$ cat src/rtl/seq_check_monitor.sv
// seq_check_monitor: per-channel "trig |-> ##DELAY resp" checker with data bound check, sticky flags and saturating fail count (optional SEQ_MON_FIRST_FAIL_EN adds first-fail capture)
module seq_check_monitor #(
  parameter int NUM_CH   = 4,
  parameter int DELAY    = 2,
  parameter int DATA_W   = 8,
  parameter int DATA_MAX = 200,
  parameter int CNT_W    = 8
) (
  input  logic              clk,
  input  logic              reset,
  input  logic              en_chk,
  input  logic              clear,
  input  logic [NUM_CH-1:0] trig,
  input  logic [NUM_CH-1:0] resp,
  input  logic              data_vld,
  input  logic [DATA_W-1:0] data,
  output logic              busy,
  output logic [NUM_CH-1:0] fail_pulse,
  output logic [NUM_CH-1:0] fail_sticky,
  output logic              data_err,
  output logic              data_sticky,
  output logic [CNT_W-1:0]  fail_cnt
`ifdef SEQ_MON_FIRST_FAIL_EN
  ,
  output logic                                       first_vld,
  output logic [(NUM_CH > 1 ? $clog2(NUM_CH) : 1)-1:0] first_ch,
  output logic [15:0]                                first_ts
`endif
);
  localparam logic [DATA_W-1:0] DMAX = DATA_W'(DATA_MAX);
  localparam int SUM_W = CNT_W + 8;
  logic [DELAY-1:0]  pend [NUM_CH];
  logic [NUM_CH-1:0] fail_nxt;
  logic [NUM_CH-1:0] busy_v;
  logic [6:0]        pc;
  logic [SUM_W-1:0]  sum;
  logic [CNT_W-1:0]  cnt_nxt;
  logic              derr_nxt;
  // A violation is a pending obligation reaching the tail while resp is low
  always_comb begin
    fail_nxt = '0;
    busy_v   = '0;
    pc       = '0;
    for (int c = 0; c < NUM_CH; c++) begin
      fail_nxt[c] = en_chk & pend[c][DELAY-1] & ~resp[c];
      busy_v[c]   = |pend[c];
      pc          = pc + 7'(fail_nxt[c]);
    end
    sum      = SUM_W'(clear ? '0 : fail_cnt) + SUM_W'(pc);
    cnt_nxt  = (sum > SUM_W'({CNT_W{1'b1}})) ? '1 : sum[CNT_W-1:0];
    derr_nxt = en_chk & data_vld & (data > DMAX);
  end
  assign busy = |busy_v;
  // Obligation shift registers; disabling checks flushes everything in flight
  always_ff @(posedge clk) begin
    for (int c = 0; c < NUM_CH; c++)
      pend[c] <= (reset || !en_chk) ? '0 : ((pend[c] << 1) | DELAY'(trig[c]));
  end
  // Strobes, sticky flags and counter; clear wipes history before this edge's events land
  always_ff @(posedge clk) begin
    if (reset) begin
      fail_pulse  <= '0;
      fail_sticky <= '0;
      data_err    <= 1'b0;
      data_sticky <= 1'b0;
      fail_cnt    <= '0;
    end else begin
      fail_pulse  <= fail_nxt;
      fail_sticky <= (clear ? '0 : fail_sticky) | fail_nxt;
      data_err    <= derr_nxt;
      data_sticky <= (clear ? 1'b0 : data_sticky) | derr_nxt;
      fail_cnt    <= cnt_nxt;
    end
  end
`ifdef SEQ_MON_FIRST_FAIL_EN
  localparam int CH_W = NUM_CH > 1 ? $clog2(NUM_CH) : 1;
  logic [15:0]     cyc;
  logic [CH_W-1:0] first_idx;
  // Lowest failing channel wins on simultaneous fails
  always_comb begin
    first_idx = '0;
    for (int c = NUM_CH - 1; c >= 0; c--)
      if (fail_nxt[c]) first_idx = CH_W'(c);
  end
  // Timestamp is the edge number since reset; capture only the first fail after reset/clear
  always_ff @(posedge clk) begin
    if (reset) begin
      cyc       <= '0;
      first_vld <= 1'b0;
      first_ch  <= '0;
      first_ts  <= '0;
    end else begin
      cyc <= cyc + 16'd1;
      if (|fail_nxt && (!first_vld || clear)) begin
        first_vld <= 1'b1;
        first_ch  <= first_idx;
        first_ts  <= cyc + 16'd1;
      end else if (clear) begin
        first_vld <= 1'b0;
        first_ch  <= '0;
        first_ts  <= '0;
      end
    end
  end
`endif
endmodule

$ cat config.mk
export PLATFORM = sky130hd
export DESIGN_NAME = seq_check_monitor
export DESIGN_NICKNAME = d
export VERILOG_FILES = /design/src/rtl/seq_check_monitor.sv
export SDC_FILE = /design/constraint.sdc
export NUM_CORES = 1
export LEC_CHECK = 0
export CAP_MARGIN = 10
export CORE_MARGIN = 1.5
export CORE_UTILIZATION = 42
export DETAILED_ROUTE_END_ITERATION = 10
export PLACE_DENSITY = 0.78
export SLEW_MARGIN = 20
export SYNTH_ARGS = -nofsm -noshare
export SYNTH_HDL_FRONTEND = slang
export SYNTH_SLANG_ARGS = --single-unit
$ cat constraint.sdc
create_clock -name clk -period 3.72 [get_ports clk]
set_input_delay 0.744 -clock clk [delete_from_list [all_inputs] [get_ports clk]]
set_output_delay 0.744 -clock clk [all_outputs]
set_load 0.02 [all_outputs]
==> PnR_summary.wiki <==
{| class="wikitable"
! Metric !! Value
|-
| Cell count after synthesis || 105
|-
| Final number of hold-violating endpoints || 0
|-
| Setup-violating endpoint count in the final report || 0
|-
| Total half-perimeter wirelength after legalization and detailed placement || 1640 µm
|-
| Fin. max-slew vios || 0
|-
| Warning count from the yosys run || 0
|-
| Path class of the lowest-slack min-delay path || flip-flop to flip-flop
|-
| Post-synthesis sequential area ratio || 0.511
|-
| Pre-antenna DRT Iters || 4
|-
| Largest net degree at the start of global routing || 15
|-
| CP required || 3.96 ns
|-
| Worst-Margin Slew || 0.458 ns
|-
| Maximum clock frequency || 307 MHz
|-
| Total setup buffers inserted after CTS || 0
|-
| Post-Route Skew || 0.00650 ns
|-
| Total congestion overflow after global routing || 0
|-
| Leading cell types by total area after synthesis || sky130_fd_sc_hd__dfxtp_1 51%, sky130_fd_sc_hd__fa_1 5.9%, sky130_fd_sc_hd__a21oi_1 4.9%
|-
| TritonCTS clock tree || done
|-
| Cell area after placement || 1440 µm²
|-
| Final nets || 173
|-
| Critical path fanouts, max || 6
|-
| Cts-stage hold buffer count || 0
|-
| CTS Root Cell || sky130_fd_sc_hd__clkbuf_4
|-
| Part of the cycle the worst path needs || 0.875
|-
| Final design instance area without fill || 1470 µm²
|-
| Detailed Route Iter0 Violations || 11
|-
| Vias in the first global route || 796
|-
| Site row count || 17
|-
| CP Data Arrival Time || 3.49 ns
|-
| I/O pin count || 40
|-
| Worst vdd ir || 0.000170 V
|-
| Maximum Capacitance Violations || 0
|-
| Share of post-route cells with drive strength above 1 || 0.0753
|-
| Average cell area after synthesis || 9.70 µm²
|-
| Share of the synthesized area in the top cell type || 0.511
|-
| Total global routing track utilization || 0.168
|-
| Total wirelength of the detailed-routed design || 2070 µm
|-
| Total negative slack || 0 ns
|-
| Relative area change from synthesis to final layout || 44.0%
|-
| Worst rel slew slack || 0.694
|-
| Largest area contributor in the synthesized netlist || sky130_fd_sc_hd__dfxtp_1
|-
| Number of nets still failing antenna checks after routing || 0
|-
| Die Area || 2730 µm²
|-
| Chip Height || 52.2 µm
|-
| R2R Setup Slk || 1.08 ns
|-
| Clock Sinks || 26
|-
| Initial Util || 0.452
|-
| Drt wl/cell || 11.9 µm
|-
| Mean number of vias per cell || 4.91
|-
| Clock Latency Late Sink || 0.30 ns
|-
| Remaining design rule violation count || 0
|-
| Wire length of the first global-routing pass || 3390 µm
|-
| # port buffers || 39
|-
| Launching element type of the critical path || primary input
|-
| Routability congestion estimate || 0.727
|-
| Num CTS Buffers || 3
|-
| CTS H-tree depth || 1
|-
| Maximum clock path buffer count || 2
|-
| Count of antenna diodes in the layout || 0
|-
| Share of synthesized flip-flops with an asynchronous set or reset || 0
|-
| Antenna violations before repair || 0
|-
| Critical path type || primary input to flip-flop
|-
| Ys flop type || sky130_fd_sc_hd__dfxtp_1
|-
| Via count of the routed design || 855
|-
| Number of instances resized during post-cts repair || 0
|-
| Cell leakage power || 0.000574 µW
|-
| Total power of the final layout || 439 µW
|-
| Mapped cell area || 1020 µm²
|-
| Flip-flop and latch count after synthesis || 26
|-
| Filler Cells Inserted || 195
|-
| Die X || 52.2 µm
|-
| Clk pin slew, worst setup/hold paths || 0.12 ns
|-
| RSZ-0062 raised after global routing || false
|-
| Count of flip-flops with a built-in enable after synthesis || 0
|-
| Multi-input combinational cell area || 464 µm²
|-
| Power density of the placed cells || 299 nW/µm²
|-
| Outcome || finished, final reports clean
|-
| Final worst path period need || 3.26 ns
|-
| Unique masters post-synth || 30
|-
| Crit. End Element || flip-flop
|-
| Synthesized Nets || 130
|-
| Register cell area after layout || 520 µm²
|-
| Floorplan core area || 2250 µm²
|}
## layout by cell type, fill, tap and decap left out
cell type,count
sky130_fd_sc_hd__a21o_1,1
sky130_fd_sc_hd__a21oi_1,10
sky130_fd_sc_hd__a31oi_1,3
sky130_fd_sc_hd__and2_1,8
sky130_fd_sc_hd__and2b_1,1
sky130_fd_sc_hd__and4_4,1
sky130_fd_sc_hd__and4b_2,1
sky130_fd_sc_hd__buf_4,1
sky130_fd_sc_hd__clkbuf_4,3
sky130_fd_sc_hd__clkdlybuf4s50_1,39
sky130_fd_sc_hd__dfxtp_1,26
sky130_fd_sc_hd__fa_1,3
sky130_fd_sc_hd__ha_1,1
sky130_fd_sc_hd__inv_1,7
sky130_fd_sc_hd__nand2_1,5
sky130_fd_sc_hd__nand2b_1,5
sky130_fd_sc_hd__nand3_1,2
sky130_fd_sc_hd__nand3_2,1
sky130_fd_sc_hd__nand3b_1,1
sky130_fd_sc_hd__nand4_1,2
sky130_fd_sc_hd__nor2_1,7
sky130_fd_sc_hd__nor2b_1,2
sky130_fd_sc_hd__nor3_1,1
sky130_fd_sc_hd__nor4_1,2
sky130_fd_sc_hd__o21ai_0,2
sky130_fd_sc_hd__o21bai_1,2
sky130_fd_sc_hd__o311a_1,1
sky130_fd_sc_hd__o31ai_1,1
sky130_fd_sc_hd__or2_2,4
sky130_fd_sc_hd__or3_1,2
sky130_fd_sc_hd__xor2_1,1
## area by class of cell
| cell class | instances | share of cell area |
|---|---|---|
| Sequential cell | 26 | 0.355 |
| Multi-Input combinational cell | 70 | 0.317 |
| Timing Repair Buffer | 40 | 0.271 |
| Tap cell | 28 | 0.0239 |
| Inverter | 7 | 0.0179 |
| Clock buffer | 3 | 0.0154 |
## critical path, stage by stage
cell	delay, ns
sky130_fd_sc_hd__clkdlybuf4s50_1	0.48
sky130_fd_sc_hd__nand2_1	0.08
sky130_fd_sc_hd__or2_2	0.13
sky130_fd_sc_hd__inv_1	0.06
sky130_fd_sc_hd__fa_1	0.53
sky130_fd_sc_hd__inv_1	0.05
sky130_fd_sc_hd__fa_1	0.37
sky130_fd_sc_hd__inv_1	0.09
sky130_fd_sc_hd__fa_1	0.26
sky130_fd_sc_hd__nor2b_1	0.23
sky130_fd_sc_hd__nand4_1	0.27
sky130_fd_sc_hd__a21oi_1	0.21
## routing by layer
metal,vias up,wire [µm],GRT usage
met5,-,0,0
met4,0,19,0.0641
met3,2,114,0.0229
met2,29,1060,0.302
met1,387,878,0.203
li1,437,-,-
## through the flow
step / hold slack (ns) / setup slack, ns / instances / util
5_1_grt: 0.500 / 0.290 / 174 / 0.650
6_report: 0.474 / 0.463 / 174 / 0.650
3_3_place_gp: 0.440 / 0.244 / 171 / 0.640
4_1_cts: 0.479 / 0.482 / 174 / 0.650
2_1_floorplan: 0.430 / 0.863 / 105 / -
3_5_place_dp: 0.444 / 0.151 / 171 / 0.640
## cells by family after synthesis
| kind of cell | share of synthesized area |
|---|---|
| flip-flops | 0.511 |
| AO/OA/AOI/OAI | 0.117 |
| adder cells (fa/ha/maj) | 0.0713 |
| XOR/XNOR | 0.00860 |
| buffers and inverters | 0.0332 |
| AND/OR/NAND/NOR | 0.259 |
## registers in the layout, summed over array words and instances (netlist names)
name / flops
fail_cnt: 8
pend: 8
fail_pulse: 4
fail_sticky: 4
data_err: 1
data_sticky: 1
## cells in the mapped netlist (2+ instances only)
master / n
sky130_fd_sc_hd__dfxtp_1: 26
sky130_fd_sc_hd__a21oi_1: 10
sky130_fd_sc_hd__and2_1: 8
sky130_fd_sc_hd__inv_1: 7
sky130_fd_sc_hd__nor2_1: 7
sky130_fd_sc_hd__nand2_1: 5
sky130_fd_sc_hd__nand2b_1: 5
sky130_fd_sc_hd__or2_2: 4
sky130_fd_sc_hd__a31oi_1: 3
sky130_fd_sc_hd__fa_1: 3
sky130_fd_sc_hd__nand3_1: 2
sky130_fd_sc_hd__nand4_1: 2
sky130_fd_sc_hd__nor2b_1: 2
sky130_fd_sc_hd__nor4_1: 2
sky130_fd_sc_hd__o21ai_0: 2
sky130_fd_sc_hd__o21bai_1: 2
sky130_fd_sc_hd__or3_1: 2
## where the power goes
group | internal [µW] | leakage (µW) | switching [µW]
Combinational | 28.0 | 0.000350 | 14.9
Clock | 37.7 | 0.0000138 | 74.5
Sequential | 282 | 0.000210 | 1.55
## path summary, 6_finish.rpt
check,end,from,depth (start not counted)
max,fail_cnt[1]$_SDFF_PP0_,en_chk,12
min,data_sticky$_SDFF_PP0_,data_sticky$_SDFF_PP0_,1
max reg2reg,fail_cnt[1]$_SDFF_PP0_,pend[0][1]$_SDFF_PP0_,11
min reg2reg,data_sticky$_SDFF_PP0_,data_sticky$_SDFF_PP0_,1
Power figures use the tool's default switching activity.
